File: config.mk
export PLATFORM = sky130hd
export DESIGN_NAME = ysyx_22041211_alu_seq_flat
export DESIGN_NICKNAME = d
export VERILOG_FILES = /design/src/rtl/ysyx_22041211_alu_pkg.sv /design/src/rtl/ysyx_22041211_alu_seq_if.sv /design/src/rtl/ysyx_22041211_muldiv_iter.sv /design/src/rtl/ysyx_22041211_alu_seq.sv /design/src/flat_wrapper.sv
export SDC_FILE = /design/constraint.sdc
export NUM_CORES = 1
export LEC_CHECK = 0
export ABC_CLOCK_PERIOD_IN_PS = 6550
export BUFFER_PORTS_ARGS = -buffer_cell sky130_fd_sc_hd__buf_2
export CAP_MARGIN = 0
export CORE_MARGIN = 2
export CORE_UTILIZATION = 41
export CTS_BUF_LIST = sky130_fd_sc_hd__clkbuf_4 sky130_fd_sc_hd__clkbuf_8
export DETAILED_ROUTE_END_ITERATION = 12
export GPL_ROUTABILITY_DRIVEN = 1
export MAX_ROUTING_LAYER = met4
export SYNTH_ARGS = -nofsm -noshare
export SYNTH_HDL_FRONTEND = slang
export SYNTH_SLANG_ARGS = --single-unit
File: constraint.sdc
create_clock -name clk -period 6.55 [get_ports clk]
set_clock_uncertainty 0.15 [all_clocks]
set_input_delay 1.965 -clock clk [delete_from_list [all_inputs] [get_ports clk]]
set_output_delay 1.965 -clock clk [all_outputs]
set_load 0.005 [all_outputs]
File: src/rtl/ysyx_22041211_alu_pkg.sv
// Shared op-codes, FSM encodings and divide corner-case constants for the sequential ALU.
// Latency: n/a (declarations only).
// Backpressure: n/a.
package ysyx_22041211_alu_pkg;

    // Basic single-cycle operations
    localparam logic [4:0] OP_ADD    = 5'h00;
    localparam logic [4:0] OP_SUB    = 5'h01;
    localparam logic [4:0] OP_SLL    = 5'h02;
    localparam logic [4:0] OP_SLT    = 5'h03;
    localparam logic [4:0] OP_SLTU   = 5'h04;
    localparam logic [4:0] OP_XOR    = 5'h05;
    localparam logic [4:0] OP_SRL    = 5'h06;
    localparam logic [4:0] OP_SRA    = 5'h07;
    localparam logic [4:0] OP_OR     = 5'h08;
    localparam logic [4:0] OP_AND    = 5'h09;
    localparam logic [4:0] OP_PASS   = 5'h0A;

    // Iterative multiply/divide operations (0x10-0x17)
    localparam logic [4:0] OP_MUL    = 5'h10;
    localparam logic [4:0] OP_MULH   = 5'h11;
    localparam logic [4:0] OP_MULHSU = 5'h12;
    localparam logic [4:0] OP_MULHU  = 5'h13;
    localparam logic [4:0] OP_DIV    = 5'h14;
    localparam logic [4:0] OP_DIVU   = 5'h15;
    localparam logic [4:0] OP_REM    = 5'h16;
    localparam logic [4:0] OP_REMU   = 5'h17;

    // Sub-codes seen by the mul/div engine: the low three bits of the M op-code
    localparam logic [2:0] MD_MUL    = 3'd0;
    localparam logic [2:0] MD_MULH   = 3'd1;
    localparam logic [2:0] MD_MULHSU = 3'd2;
    localparam logic [2:0] MD_MULHU  = 3'd3;
    localparam logic [2:0] MD_DIV    = 3'd4;
    localparam logic [2:0] MD_DIVU   = 3'd5;
    localparam logic [2:0] MD_REM    = 3'd6;
    localparam logic [2:0] MD_REMU   = 3'd7;

    typedef enum logic [1:0] {
        ST_IDLE = 2'd0,
        ST_CALC = 2'd1,
        ST_DONE = 2'd2
    } state_e;

    // Divide corner results, sliced down to DATA_LEN by the user
    localparam logic [63:0] DIVZ_QUO = '1;   // quotient on divide by zero
    localparam logic [63:0] OVF_REM  = '0;   // remainder on signed overflow

    // Quotient on signed overflow is the most-negative value of the given width
    function automatic logic [63:0] ovf_quo(input int unsigned width);
        ovf_quo = 64'd1 << (width - 1);
    endfunction

    // True for the eight iterative M op-codes
    function automatic logic is_mop(input logic [4:0] op);
        is_mop = (op[4:3] == 2'b10);
    endfunction

endpackage

File: src/rtl/ysyx_22041211_alu_seq_if.sv
// Request/response bundle between an ALU requester (master) and the sequential ALU (slave).
// Latency: n/a (wires only).
// Backpressure: in_valid/in_ready on the request side, out_valid/out_ready on the result side.
// Signals: in_valid/in_ready, src1, src2, alu_control, flush, out_valid/out_ready, result.
interface ysyx_22041211_alu_seq_if #(
    parameter int DATA_LEN = 32,
    parameter int OP_LEN   = 5
);
    logic                in_valid;
    logic                in_ready;
    logic [DATA_LEN-1:0] src1;
    logic [DATA_LEN-1:0] src2;
    logic [OP_LEN-1:0]   alu_control;
    logic                flush;
    logic                out_valid;
    logic                out_ready;
    logic [DATA_LEN-1:0] result;

    modport master (
        output in_valid, src1, src2, alu_control, flush, out_ready,
        input  in_ready, out_valid, result
    );

    modport slave (
        input  in_valid, src1, src2, alu_control, flush, out_ready,
        output in_ready, out_valid, result
    );
endinterface

File: src/rtl/ysyx_22041211_muldiv_iter.sv
// Radix-2 iterative multiplier/divider on operand magnitudes with a final sign fix-up.
// Latency: exactly DATA_LEN iteration cycles after start_i; last_o marks the final iteration.
// Backpressure: none; registers hold after the last iteration so result_o stays stable until the next start.
// Ports: clk, rst_n, start_i (load operands), flush_i (abort), op_i (M sub-code), src1_i/src2_i, last_o, result_o.
module ysyx_22041211_muldiv_iter
    import ysyx_22041211_alu_pkg::*;
#(
    parameter int DATA_LEN = 32
) (
    input  logic                clk,
    input  logic                rst_n,
    input  logic                start_i,
    input  logic                flush_i,
    input  logic [2:0]          op_i,
    input  logic [DATA_LEN-1:0] src1_i,
    input  logic [DATA_LEN-1:0] src2_i,
    output logic                last_o,
    output logic [DATA_LEN-1:0] result_o
);
    localparam int CW = $clog2(DATA_LEN) + 1;
    localparam logic [DATA_LEN-1:0] MOST_NEG = DATA_LEN'(ovf_quo(DATA_LEN));

    logic                busy_q;
    logic [CW-1:0]       cnt_q;
    logic [2:0]          op_q;
    // Multiply: {hi_q, lo_q} is the product shifting in from the top, lo_q starts as the multiplier.
    // Divide:   hi_q is the partial remainder, lo_q shifts the dividend out and the quotient in.
    logic [DATA_LEN-1:0] hi_q, lo_q, mcand_q;
    logic                neg_q;     // negate product / quotient
    logic                rneg_q;    // negate remainder (sign of dividend)
    logic                div0_q, ovf_q;

    // Operand preparation at start
    logic                s1_signed, s2_signed, a_neg, b_neg, sdiv;
    logic [DATA_LEN-1:0] abs1, abs2;

    always_comb begin
        s1_signed = (op_i == MD_MULH) || (op_i == MD_MULHSU) || (op_i == MD_DIV) || (op_i == MD_REM);
        s2_signed = (op_i == MD_MULH) || (op_i == MD_DIV) || (op_i == MD_REM);
        sdiv      = (op_i == MD_DIV) || (op_i == MD_REM);
        a_neg     = s1_signed && src1_i[DATA_LEN-1];
        b_neg     = s2_signed && src2_i[DATA_LEN-1];
        // The most-negative value maps onto itself, which is the correct unsigned magnitude
        abs1      = a_neg ? -src1_i : src1_i;
        abs2      = b_neg ? -src2_i : src2_i;
    end

    // One iteration step
    logic [DATA_LEN:0]   mul_sum, div_sh, div_diff;
    logic                div_ge;
    logic [DATA_LEN-1:0] hi_step, lo_step;

    always_comb begin
        mul_sum  = {1'b0, hi_q} + (lo_q[0] ? {1'b0, mcand_q} : '0);
        div_sh   = {hi_q, lo_q[DATA_LEN-1]};
        div_diff = div_sh - {1'b0, mcand_q};
        // Partial remainder is always below the divisor, so bit DATA_LEN of the difference is a clean borrow
        div_ge   = ~div_diff[DATA_LEN];
        if (op_q[2]) begin
            hi_step = div_ge ? div_diff[DATA_LEN-1:0] : div_sh[DATA_LEN-1:0];
            lo_step = {lo_q[DATA_LEN-2:0], div_ge};
        end else begin
            hi_step = mul_sum[DATA_LEN:1];
            lo_step = {mul_sum[0], lo_q[DATA_LEN-1:1]};
        end
    end

    assign last_o = busy_q && (cnt_q == CW'(DATA_LEN - 1));

    always_ff @(posedge clk or negedge rst_n) begin
        if (!rst_n) begin
            busy_q  <= 1'b0;
            cnt_q   <= '0;
            op_q    <= '0;
            hi_q    <= '0;
            lo_q    <= '0;
            mcand_q <= '0;
            neg_q   <= 1'b0;
            rneg_q  <= 1'b0;
            div0_q  <= 1'b0;
            ovf_q   <= 1'b0;
        end else if (flush_i) begin
            busy_q  <= 1'b0;
        end else if (start_i) begin
            busy_q  <= 1'b1;
            cnt_q   <= '0;
            op_q    <= op_i;
            hi_q    <= '0;
            lo_q    <= abs1;
            mcand_q <= abs2;
            neg_q   <= a_neg ^ b_neg;
            rneg_q  <= a_neg;
            div0_q  <= op_i[2] && (src2_i == '0);
            ovf_q   <= sdiv && (src1_i == MOST_NEG) && (src2_i == '1);
        end else if (busy_q) begin
            hi_q    <= hi_step;
            lo_q    <= lo_step;
            cnt_q   <= cnt_q + CW'(1);
            if (last_o) begin
                busy_q <= 1'b0;
            end
        end
    end

    // Sign fix-up and corner cases
    logic [2*DATA_LEN-1:0] prod_s;

    always_comb begin
        prod_s   = neg_q ? -{hi_q, lo_q} : {hi_q, lo_q};
        result_o = '0;
        case (op_q)
            MD_MUL:                        result_o = lo_q;
            MD_MULH, MD_MULHSU, MD_MULHU:  result_o = prod_s[2*DATA_LEN-1:DATA_LEN];
            MD_DIV, MD_DIVU: begin
                if (div0_q)      result_o = DIVZ_QUO[DATA_LEN-1:0];
                else if (ovf_q)  result_o = MOST_NEG;
                else             result_o = neg_q ? -lo_q : lo_q;
            end
            // Divide by zero leaves |dividend| in hi_q; the dividend-sign fix-up restores src1
            default: begin
                if (ovf_q)       result_o = OVF_REM[DATA_LEN-1:0];
                else             result_o = rneg_q ? -hi_q : hi_q;
            end
        endcase
    end

endmodule

File: src/rtl/ysyx_22041211_alu_seq.sv
// Sequential ALU: single-cycle RV basic ops plus iterative RV M-extension multiply/divide.
// Latency: basic/unknown ops 1 cycle after acceptance, M ops DATA_LEN+1 cycles after acceptance.
// Backpressure: in_ready only in IDLE; result and out_valid held in DONE until out_ready; flush aborts.
// Ports: clk, rst_n (async active-low), bus (slave side of ysyx_22041211_alu_seq_if).
module ysyx_22041211_alu_seq
    import ysyx_22041211_alu_pkg::*;
#(
    parameter int DATA_LEN = 32,
    parameter int OP_LEN   = 5
) (
    input  logic                     clk,
    input  logic                     rst_n,
    ysyx_22041211_alu_seq_if.slave   bus
);
    state_e              state_q, state_d;
    logic [DATA_LEN-1:0] result_q, result_d;
    logic                is_m_q, is_m_d;    // DONE result comes from the mul/div engine
    logic                md_start, md_last;
    logic [DATA_LEN-1:0] md_result;

    logic [31:0]         op_ext;
    logic                is_m;
    logic [5:0]          shamt;
    logic [DATA_LEN-1:0] basic_res;

    assign op_ext = 32'(bus.alu_control);
    assign is_m   = (op_ext[31:5] == '0) && is_mop(op_ext[4:0]);
    assign shamt  = (DATA_LEN == 64) ? bus.src2[5:0] : {1'b0, bus.src2[4:0]};

    // Basic ops; every unlisted code yields 0
    always_comb begin
        basic_res = '0;
        case (op_ext)
            32'(OP_ADD):  basic_res = bus.src1 + bus.src2;
            32'(OP_SUB):  basic_res = bus.src1 - bus.src2;
            32'(OP_SLL):  basic_res = bus.src1 << shamt;
            32'(OP_SLT):  basic_res = {{(DATA_LEN-1){1'b0}}, ($signed(bus.src1) < $signed(bus.src2))};
            32'(OP_SLTU): basic_res = {{(DATA_LEN-1){1'b0}}, (bus.src1 < bus.src2)};
            32'(OP_XOR):  basic_res = bus.src1 ^ bus.src2;
            32'(OP_SRL):  basic_res = bus.src1 >> shamt;
            32'(OP_SRA):  basic_res = DATA_LEN'($signed(bus.src1) >>> shamt);
            32'(OP_OR):   basic_res = bus.src1 | bus.src2;
            32'(OP_AND):  basic_res = bus.src1 & bus.src2;
            32'(OP_PASS): basic_res = bus.src2;
            default:      basic_res = '0;
        endcase
    end

    assign bus.in_ready  = (state_q == ST_IDLE);
    assign bus.out_valid = (state_q == ST_DONE);
    assign bus.result    = is_m_q ? md_result : result_q;

    always_comb begin
        state_d  = state_q;
        result_d = result_q;
        is_m_d   = is_m_q;
        md_start = 1'b0;
        case (state_q)
            ST_IDLE: begin
                if (bus.in_valid) begin
                    if (is_m) begin
                        state_d  = ST_CALC;
                        is_m_d   = 1'b1;
                        md_start = 1'b1;
                    end else begin
                        state_d  = ST_DONE;
                        is_m_d   = 1'b0;
                        result_d = basic_res;
                    end
                end
            end
            ST_CALC: begin
                if (md_last) begin
                    state_d = ST_DONE;
                end
            end
            ST_DONE: begin
                if (bus.out_ready) begin
                    state_d = ST_IDLE;
                end
            end
            default: state_d = ST_IDLE;
        endcase
        // Flush wins over everything, including a same-cycle acceptance
        if (bus.flush) begin
            state_d  = ST_IDLE;
            md_start = 1'b0;
            result_d = result_q;
            is_m_d   = is_m_q;
        end
    end

    always_ff @(posedge clk or negedge rst_n) begin
        if (!rst_n) begin
            state_q  <= ST_IDLE;
            result_q <= '0;
            is_m_q   <= 1'b0;
        end else begin
            state_q  <= state_d;
            result_q <= result_d;
            is_m_q   <= is_m_d;
        end
    end

    ysyx_22041211_muldiv_iter #(
        .DATA_LEN (DATA_LEN)
    ) u_muldiv (
        .clk      (clk),
        .rst_n    (rst_n),
        .start_i  (md_start),
        .flush_i  (bus.flush),
        .op_i     (bus.alu_control[2:0]),
        .src1_i   (bus.src1),
        .src2_i   (bus.src2),
        .last_o   (md_last),
        .result_o (md_result)
    );

endmodule

File: src/flat_wrapper.sv
// flat-port wrapper written by rule: the top's interface ports become plain ports
module ysyx_22041211_alu_seq_flat import ysyx_22041211_alu_pkg::*;
#(
    parameter int DATA_LEN = 32,
    parameter int OP_LEN   = 5
)
  (clk, rst_n, bus_in_valid, bus_src1, bus_src2, bus_alu_control, bus_flush, bus_out_ready, bus_in_ready, bus_out_valid, bus_result);
  ysyx_22041211_alu_seq_if #(.DATA_LEN(DATA_LEN), .OP_LEN(OP_LEN)) bus_i ();
  input  logic clk;
  input  logic rst_n;
  input wire logic [$bits(bus_i.in_valid)-1:0] bus_in_valid;
  input wire logic [$bits(bus_i.src1)-1:0] bus_src1;
  input wire logic [$bits(bus_i.src2)-1:0] bus_src2;
  input wire logic [$bits(bus_i.alu_control)-1:0] bus_alu_control;
  input wire logic [$bits(bus_i.flush)-1:0] bus_flush;
  input wire logic [$bits(bus_i.out_ready)-1:0] bus_out_ready;
  output wire logic [$bits(bus_i.in_ready)-1:0] bus_in_ready;
  output wire logic [$bits(bus_i.out_valid)-1:0] bus_out_valid;
  output wire logic [$bits(bus_i.result)-1:0] bus_result;
  assign bus_i.in_valid = bus_in_valid;
  assign bus_i.src1 = bus_src1;
  assign bus_i.src2 = bus_src2;
  assign bus_i.alu_control = bus_alu_control;
  assign bus_i.flush = bus_flush;
  assign bus_i.out_ready = bus_out_ready;
  assign bus_in_ready = bus_i.in_ready;
  assign bus_out_valid = bus_i.out_valid;
  assign bus_result = bus_i.result;
  ysyx_22041211_alu_seq #(.DATA_LEN(DATA_LEN), .OP_LEN(OP_LEN)) u_core (.clk(clk), .rst_n(rst_n), .bus(bus_i));
endmodule
* Word level (Yosys, flattened, before mapping) *
Index checks and enable logic that the tools add are counted.

word-level totals
  word-level logic and storage cells = 122
  register bits = 145
  input port bits = 74
  output and inout bits = 34

operators by class
  eq/ne operators = 28
  bitwise logic cells = 7
  order comparisons = 2
  reduce and logical (&&, ||, !) cells = 24
  mux-type cells = 35
  shifts and indexed selects = 3
  add/subtract/negate cells = 10

operators with widths
  cell                    count
  $mux W32                16
  $pmux W32 S11           1
  $neg A32 Y32            4
  $pmux W32 S3            1
  $eq A32 B32 Y1 const B  2
  $logic_not A32 Y1       2
  $lt A32 B32 Y1          2
  $mux W64                1
  $neg A64 Y64            1
  $add A32 B32 Y33        1
  $sub A33 B32 Y33        1
  $add A32 B32 Y32        1
  $and A32 B32 Y32        1
  $or A32 B32 Y32         1
  $shl A32 B5 Y32         1
  $shr A32 B5 Y32         1
  $sshr A32 B5 Y32        1
  $sub A32 B32 Y32        1
  $xor A32 B32 Y32        1
  $eq A5 B3 Y1 const B    4
  $eq A5 B4 Y1 const B    3
  $eq A3 B3 Y1 const B    4
  $mux W6                 2
  $eq A5 B2 Y1 const B    2
  24 further kinds        54

* Depth between registers and ports, before layout *
Gate-level depths: netlist (run 1).

  depth in word-level cells = 7
  depth in mapped cells = 16
  gate-level depth less buffers = 14

* By module *
A second synthesis (run 1) with hierarchy kept.

second synthesis, totals
  cells, all modules = 3289
  area, all modules = 23796.6 um^2

modules (own cells, without submodules)
  module                     instances  sequential area each (um^2)  area an instance (um^2)  cells an instance
  ysyx_22041211_muldiv_iter  1          2752.6                       12942.4                  1779
  ysyx_22041211_alu_seq      1          875.8                        10854.2                  1510

* Worst setup path before layout (run 1) *
No wires, ideal clock.

  kind = input-to-reg
  start point = input port bus_src2[2]
  end point = register u_core.result_q[30]
  stages = 16
  path buffers = 4
  data arrival time = 5.719 ns
  setup time = 0.126 ns
  slack = 0.556 ns
  required time = 6.274 ns
  cells stage by stage = clkbuf_1 -> inv_2 -> clkbuf_1 -> clkbuf_1 -> ha_1 -> buf_2 -> or2_2 -> a221oi_1 -> o21ai_0 -> a2111oi_0 -> o32ai_1 -> nand2b_1 -> o211ai_1 -> xnor2_1 -> a221oi_1 -> nor2_1

on the way
  longest elaborated chain between the ends = 2
  elaborated cells on any way between the ends = 6
  those cells by class = add/sub (2); shift (3); mux (1)

ends and longest elaborated chain
  item                                      RTL line                      text
  from (decl)                               flat_wrapper.sv:13            input wire logic [$bits(bus_i.src2)-1:0] bus_src2;
  $sub A32 B32 Y32 (tied with other cells)  ysyx_22041211_alu_seq.sv:35   32'(OP_SUB): basic_res = bus.src1 - bus.src2;
  $pmux W32 S11 *                           ysyx_22041211_alu_seq.sv:33   case (op_ext)
  to (signal assigned)                      ysyx_22041211_alu_seq.sv:100  result_q <= result_d;
  to (decl)                                 ysyx_22041211_alu_seq.sv:16   logic [DATA_LEN-1:0] result_q, result_d;

Every way passes the cells marked *; elsewhere a longest branch is shown, timed or not.
A chain may end at the register's enable or synchronous reset.

* Final worst setup path (run 1) *
  start point = register u_core.u_muldiv.lo_q[0]
  end point = output port bus_result[18]

on the way
  longest elaborated chain between the ends = 6
  elaborated cells on any way between the ends = 8
  those cells by class = add/sub (2); mux (6)

ends and longest elaborated chain
  item                    RTL line                          text
  from (decl)             ysyx_22041211_muldiv_iter.sv:28   logic [DATA_LEN-1:0] hi_q, lo_q, mcand_q;
  from (signal assigned)  ysyx_22041211_muldiv_iter.sv:89   lo_q <= abs1;
  from (signal assigned)  ysyx_22041211_muldiv_iter.sv:97   lo_q <= lo_step;
  $neg A32 Y32            ysyx_22041211_muldiv_iter.sv:117  else result_o = neg_q ? -lo_q : lo_q;
  $mux W32                ysyx_22041211_muldiv_iter.sv:117
  $mux W32                ysyx_22041211_muldiv_iter.sv:116  else if (ovf_q) result_o = MOST_NEG;
  $mux W32                ysyx_22041211_muldiv_iter.sv:115  if (div0_q) result_o = DIVZ_QUO[DATA_LEN-1:0];
  $pmux W32 S3 *          ysyx_22041211_muldiv_iter.sv:111  case (op_q)
  $mux W32 *              ysyx_22041211_alu_seq.sv:51       assign bus.result = is_m_q ? md_result : result_q;
  to (decl)               flat_wrapper.sv:19                output wire logic [$bits(bus_i.result)-1:0] bus_result;

Marks and branches as above.

==> results of run 1 <==
registers in the layout (all words and copies together), names as in the netlist, 2 cells and up:
signal and cells:
u_core.result_q 32, u_core.state_q 2, u_core.u_muldiv.cnt_q 6, u_core.u_muldiv.hi_q 32, u_core.u_muldiv.lo_q 32, u_core.u_muldiv.mcand_q 32, u_core.u_muldiv.op_q 3
final cells by class:
type                            instances  area, µm²
Sequential cell                       145       3630
Clock inverter                         15        126
Clock buffer                           17        234
Timing Repair Buffer                  193       1210
Multi-Input combinational cell       2742      18000
Antenna cell                            3       7.51
Fill cell                            5977      31400
Inverter                              160        601
Tap cell                              756        946
layout by cell type, fill, tap and decap left out, drive strengths merged, types with 21 or more instances in the layout:
cell	netlist	final
nand3	69	69
xor2	54	54
o31ai	34	34
a221oi	40	40
a21o	42	42
ha	173	173
nand4	33	33
a31oi	51	51
buf	34	193
o211ai	33	33
a211oi	41	41
a21oi	294	294
o21a	21	21
nor4	30	30
o22ai	30	30
mux2i	94	94
inv	156	163
mux4	25	25
o21bai	22	22
nand2	339	339
nor2	344	344
nor3	55	55
dfrtp	145	145
a22oi	30	30
nor2b	22	22
or3	32	32
nand2b	26	26
o21ai	366	366
xnor2	149	149
kinds of logic after synthesis:
| group | share of synthesized area, % |
|---|---|
| muxes | 7.36 |
| AOI/OAI and AO/OA | 32.1 |
| DFF | 15.7 |
| and+or+nand+nor | 20.8 |
| adders and majority gates | 9.69 |
| buffers and inverters | 6.70 |
| xor gates and xnor gates | 7.67 |
through the flow:
stage	hold WS, ns	area (µm²)	utilization, %
floorplan	0.300	23200	-
detailed placement	0.320	24400	43.5
finish	0.335	24800	44.2
global placement	0.312	24400	43.5
global route	0.370	24800	44.2
CTS	0.343	24800	44.1
routing by layer:
layer,track usage [%],vias to the layer above
li1,-,12006
met2,57.4,1536
met4,23.5,0
met1,49.5,12697
met5,-,-
met3,7.31,331
worst max-delay path: stages, from the launching register on:
cell,delay [ns]
sky130_fd_sc_hd__dfrtp_1,0.48
sky130_fd_sc_hd__inv_1,0.11
sky130_fd_sc_hd__ha_1,0.18
sky130_fd_sc_hd__or3b_1,0.41
sky130_fd_sc_hd__or4_4,0.48
sky130_fd_sc_hd__or3b_1,0.43
sky130_fd_sc_hd__or3_1,0.59
sky130_fd_sc_hd__o21ai_1,0.24
sky130_fd_sc_hd__xnor2_1,0.12
sky130_fd_sc_hd__a221oi_1,0.39
sky130_fd_sc_hd__a21oi_1,0.19
sky130_fd_sc_hd__buf_2,0.16
how the worst min path moves through the flow:
stage / startpoint / end
floorplan: u_core.result_q[11] / u_core.result_q[11]
global placement: u_core.u_muldiv.mcand_q[24] / u_core.u_muldiv.mcand_q[24]
detailed placement: u_core.u_muldiv.mcand_q[22] / u_core.u_muldiv.mcand_q[22]
CTS: u_core.u_muldiv.mcand_q[17] / u_core.u_muldiv.mcand_q[17]
global route: u_core.u_muldiv.mcand_q[10] / u_core.u_muldiv.mcand_q[10]
finish: u_core.u_muldiv.mcand_q[17] / u_core.u_muldiv.mcand_q[17]
power groups by stage:
stage	logic, µW	clock network [µW]	registers, µW
global placement	5320	0	1760
CTS	5340	728	1740
global route	5970	761	1810
finish	5480	724	1780
detailed placement	5310	0	1760
floorplan	4000	0	1420
==> parameters.txt, run 1 <==
Parameter                              Value

Min path
  Worst Hold Class    reg2reg
  Depth of the worst hold-timing path    2

Cells and area
  Layout Cells excl Fill    4,031
  Growth of design area from synthesis to finish    7.05%
  Fraction of final layout cells with drive strength greater than 1    around 9.9%
  Nets    ~3,500

Pwr
  Power density of the placed cells    between 300 and 400 nW/µm²
  Internal Power    between 3000 and 4000 µW
  Clock network fraction of design power    9.1%
  Comb power frac    about 69%
  Switching share of power    55.8%
  Overall power consumption    around 8000 µW
  Leakage power total    roughly 0.010 µW
  Net Switching    ~4500 µW
  Relative contribution of sequential cells to total power    22.3%
  Worst IR drop on VDD    between 0.2 and 0.3 mV

Global routing
  Total track usage    39.0%
  Initial antenna violation count    5
  Wire length of the first global-routing pass    167,000 µm
  Largest net degree at the start of global routing    ~110
  Vias in the first global route    24,351
  Total congestion overflow    0

Synthesis
  Synth Net Count    between 3,000 and 4,000
  Cell with the most instances after synthesis    sky130_fd_sc_hd__o21ai_0
  Number of enable-type register cells in the synthesized netlist    0
  Seq/Total Area, Yosys    around 16%
  Asr flop ratio synth    100%
  Leading cell types by total area after synthesis    sky130_fd_sc_hd__dfrtp_1 16%, sky130_fd_sc_hd__ha_1 9.3%, sky130_fd_sc_hd__o21ai_0 7.8%
  Top cell types by occurrence after synthesis    359 x sky130_fd_sc_hd__o21ai_0, 344 x sky130_fd_sc_hd__nor2_1, 339 x sky130_fd_sc_hd__nand2_1, 294 x sky130_fd_sc_hd__a21oi_1, 211 x sky130_fd_sc_hd__clkbuf_1
  Post-synth top area cell    sky130_fd_sc_hd__dfrtp_1
  Yosys warns    0
  Primary FF master, synth    sky130_fd_sc_hd__dfrtp_1
  Yosys cell types    a little under 90
  Number of storage elements in the synthesis netlist    145
  Synthesized instance count    3,293
  Mean post-synth cell area    roughly 7 µm²
  Share of the synthesized area in the top cell type    ~16%
  Post-synthesis instance area    about 23,000 µm²

CTS
  CTS tree    done
  CTS Buffer Depth    2
  H-tree level count    4
  Post-CTS clock slew at the launch and capture registers of the worst setup and hold paths    0.10 ns
  Num CTS Buffers    17
  Clock sink total    ~150
  Hold buffers post-CTS    0
  Clk Latency, worst-skew pair    roughly 0.53 ns
  Cells resized by post-CTS repair    0
  # Post-CTS Setup Buffers    0
  Root buffer selected by CTS    sky130_fd_sc_hd__clkbuf_8

Critical path
  Sort of element at the end of the critical path    output pin
  CP Launch Point    u_core.u_muldiv.lo_q[0]
  Worst R2R Setup Slack    about 1.6 ns
  Critical path peak fanout    9
  Source of the worst register-to-register timing path    u_core.u_muldiv.lo_q[31]
  Required time of the critical path    around 4.4 ns
  Termination of the worst setup path    bus_result[18]
  Capture instance of the worst register-to-register path    u_core.u_muldiv.hi_q[10]
  Data arrival at the endpoint of the critical path    ~4.3 ns
  Category of the worst setup path launch point    register
  Logic depth of the worst register-to-register path    14
  Path type of the worst setup path    reg2out

STA
  Number of failing setup endpoints in the final timing report    0
  Highest clock frequency the design can meet    around 160 MHz
  Final period demand of the worst path    approximately 6.4 ns
  Total Negative Setup Slacks    0 ns
  Final Slew Violations    0
  Final Hold Violating Endpoints    0
  Post-route clock period utilization    just under 100%
  Pin slew with the least headroom to its limit    approximately 1.0 ns
  Final WS setup    approximately 0.14 ns
  RSZ-0062 raised after global routing    no
  Worst slew slack as a fraction of its limit    between 30% and 40%

Run status
  Run status    finished clean

Floorplan
  Number of placement rows    87
  Area of the die    58,400 µm²
  Initial cell density of the core    slightly above 40%
  Vertical extent of the die    about 240 µm
  Top-level I/O count    108
  Die X-Extent    242 µm
  Core region area    roughly 56,000 µm²

Placed design
  Final estimated routing congestion in global placement    1.07
  Setup slack at placement    about 0.65 ns
  Total placed cells including tap cells    around 4,000
  Half-perimeter wire length after detailed placement    between 80,000 and 90,000 µm
  IO Port Bufs    around 110

Detailed routing
  Detail-routed via count per cell    6.59
  Met3 Wirelength    approximately 11,000 µm
  Number of nets with antenna violations after detailed routing    0
  Met1 Wirelength    approximately 46,000 µm
  Residual DRC count    0
  Total routed wirelength    114,000 µm
  Topmost layer with routed signal wires    met4
  Drt first-iter violations    3,702
  Met2 wire length    roughly 49,000 µm
  Drt pass-1 iters    9
  Via count    26,570
  Routed length per instance    around 28 µm

Flow run
  Max-cap check violation count    0
Note: power is estimated with default switching activity, not from simulation.
==> run 2: changes to the inputs <==
--- a/config.mk
+++ b/config.mk
@@ -14,6 +14,7 @@
 export DETAILED_ROUTE_END_ITERATION = 12
 export GPL_ROUTABILITY_DRIVEN = 1
 export MAX_ROUTING_LAYER = met4
+export RECOVER_POWER = 100
 export SYNTH_ARGS = -nofsm -noshare
 export SYNTH_HDL_FRONTEND = slang
 export SYNTH_SLANG_ARGS = --single-unit
==> parameters.txt, run 2 (synthesis gave the netlist of run 1 again) <==
Parameter                              Value

Critical path
  Logic depth of the worst register-to-register path    14 (unchanged)
  Sort of element at the end of the critical path    output pin
  Delay of the slowest cell on the worst path    0.59 ns (about the same)
  Source of the worst register-to-register timing path    u_core.u_muldiv.lo_q[31]
  Capture instance of the worst register-to-register path    u_core.u_muldiv.hi_q[10]
  Critical path peak fanout    9 (unchanged)
  Cell-by-cell listing of the critical path    inv_1, ha_1, or3b_1, or4_4, or3b_1, or3_1, o21ai_1, xnor2_1, a221oi_1, a21oi_1, clkbuf_1
  Worst path slowest cell    sky130_fd_sc_hd__or3_1
  Required time of the critical path    4.43 ns (about the same)
  Buf+Inv Stages, Crit Path    2 (unchanged)
  Path type of the worst setup path    reg2out
  Kind of cell adding the most delay to the critical path    simple AND/OR/NAND/NOR gates
  Data arrival at the endpoint of the critical path    4.31 ns (about the same)
  Category of the worst setup path launch point    register
  Worst R2R Setup Slack    0.36 ns (-1.22 ns)
  Cell mode on critical path    sky130_fd_sc_hd__or3b_1

STA
  RSZ-0062 raised after global routing    no
  Final Slew Violations    257 (+257)
  Worst hold slack    0.334 ns (-0.000364 ns)
  Worst slew slack as a fraction of its limit    -149% (-180 points)
  Pin slew with the least headroom to its limit    3.74 ns (+2.73 ns)
  Final period demand of the worst path    6.43 ns (+0.0140 ns)
  Final WS setup    0.125 ns (-0.0140 ns)
  Total Negative Setup Slacks    0 ns (unchanged)
  Post-route clock period utilization    98.1% (+0.21 points)
  Final Hold Violating Endpoints    0 (unchanged)
  Highest clock frequency the design can meet    156 MHz (-0.22%)
  Number of failing setup endpoints in the final timing report    0 (unchanged)

CTS
  CTS tree    done
  Root buffer selected by CTS    sky130_fd_sc_hd__clkbuf_8
  Clock sink total    145 (unchanged)
  Hold buffers post-CTS    0 (unchanged)
  Cells resized by post-CTS repair    0 (unchanged)
  CTS Buffer Depth    2 (unchanged)
  Clk Latency, worst-skew pair    0.53 ns (about the same)
  Num CTS Buffers    17 (unchanged)
  # Post-CTS Setup Buffers    0 (unchanged)
  H-tree level count    4 (unchanged)
  Post-CTS clock slew at the launch and capture registers of the worst setup and hold paths    0.10 ns (about the same)

Placed design
  Placement Cell Area    24,400 µm² (unchanged)
  IO Port Bufs    107 (unchanged)
  Half-perimeter wire length after detailed placement    89,200 µm (unchanged)
  Final estimated routing congestion in global placement    1.07 (unchanged)
  Setup slack at placement    0.649 ns (unchanged)

Min path
  Worst-case hold path end point    u_core.u_muldiv.mcand_q[17]
  Depth of the worst hold-timing path    2 (unchanged)
  HP Start    u_core.u_muldiv.mcand_q[17]
  Worst Hold Class    reg2reg

Detailed routing
  Drt pass-1 iters    8 (-1)
  Via count    26,499 (-0.27%)
  Routed length per instance    28.4 µm (about the same)
  Detail-routed via count per cell    6.57 (-0.29%)
  Total routed wirelength    114,000 µm (about the same)
  Number of nets with antenna violations after detailed routing    0 (unchanged)
  Drt first-iter violations    3,486 (-5.8%)
  Residual DRC count    0 (unchanged)

Floorplan
  Number of placement rows    87 (unchanged)
  Vertical extent of the die    242 µm (unchanged)
  Area of the die    58,400 µm² (unchanged)
  Core region area    56,200 µm² (unchanged)
  Top-level I/O count    108 (unchanged)
  Die X-Extent    242 µm (unchanged)
  Initial cell density of the core    41.3% (unchanged)

Run status
  Violations in the final reports    capacitance limit, slew limit
  Run status    complete, but fails checks

Global routing
  Vias in the first global route    24,351 (unchanged)
  Initial antenna violation count    5 (unchanged)
  Total congestion overflow    0 (unchanged)
  Wire length of the first global-routing pass    167,000 µm (unchanged)
  Largest net degree at the start of global routing    108 (unchanged)
  Total track usage    39.0% (unchanged)

Cells and area
  Fraction of final layout cells with drive strength greater than 1    8.95% (-0.95 points)
  Growth of design area from synthesis to finish    6.66%
  Sequential cell area    3630 µm² (unchanged)
  Total of fill cells in the finished design    5,989 (+0.20%)
  Top library cells by usage in the layout, fill and taps aside    361 x sky130_fd_sc_hd__o21ai_0, 341 x sky130_fd_sc_hd__nor2_1, 339 x sky130_fd_sc_hd__nand2_1, 294 x sky130_fd_sc_hd__a21oi_1, 172 x sky130_fd_sc_hd__ha_1
  Nets    3,510 (unchanged)
  Multi-input gate area in the final layout    18,000 µm² (-0.11%)
  Non-Filler Cell Area, Final    24,700 µm² (-0.36%)
  Leading cell type in the layout, fill and taps excluded    sky130_fd_sc_hd__o21ai_0

Pwr
  Worst IR drop on VDD    0.272 mV (-4.5%)
  Overall power consumption    7960 µW (-0.21%)
  Leakage power total    0.0102 µW (-1.1%)
  Power density of the placed cells    322 nW/µm² (+0.16%)

Flow run
  Max-cap check violation count    4 (+4)
run 2: cell types whose count changed in the layout (fill, tap and decap cells not counted), sizes merged:
cell / change
buf: -34
clkbuf: +34
diode: +1
run 2: power by group:
part	switching (µW)	leakage [µW]	internal (µW)
logic	3380	0.00811	2080
clock network	450	0.000170	272
registers	617	0.00187	1160
run 2: cell type report:
type,count,share of cell area (%)
diodes,4,0.0405
clock buffers,17,0.947
clock inverters,15,0.511
inverters,160,2.43
multi-input cells,2742,72.9
flip-flops and latches,145,14.7
well taps,756,3.83
repair buffers,193,4.62
run 2: tightest hold or removal path, cell delays in order (launching register included):
cell	delay, ns
sky130_fd_sc_hd__dfrtp_1	0.35
sky130_fd_sc_hd__nand2_1	0.05
sky130_fd_sc_hd__o21ai_0	0.06
run 2: how the worst max path moves through the flow:
stage | from | to | slack (ns) | cells past startpoint
finish | u_core.u_muldiv.lo_q[0] | bus_result[18] | 0.12 | 11
global route | u_core.u_muldiv.hi_q[1] | bus_result[22] | 0.02 | 11
CTS | u_core.u_muldiv.hi_q[18] | bus_result[31] | 0.14 | 10
detailed placement | bus_src1[0] | u_core.result_q[30] | 0.65 | 14
global placement | bus_src1[0] | u_core.result_q[30] | 0.62 | 14
floorplan | bus_src2[2] | u_core.result_q[30] | 0.56 | 16
run 2: routing by layer:
metal,global-route usage [%],routed length [µm],vias to the layer above
met4,23.5,8240,0
met5,-,0,-
li1,-,-,12004
met3,7.31,11200,290
met1,49.5,45800,12648
met2,57.4,49100,1557
run 2: stage by stage:
| step | util (%) | instances |
|---|---|---|
| after floorplan | - | 3293 |
| after global placement | 43.5 | 3996 |
| after detailed placement | 43.5 | 3996 |
| after CTS | 44.1 | 4028 |
| after global routing | 44.0 | 4031 |
| final | 44.0 | 4032 |
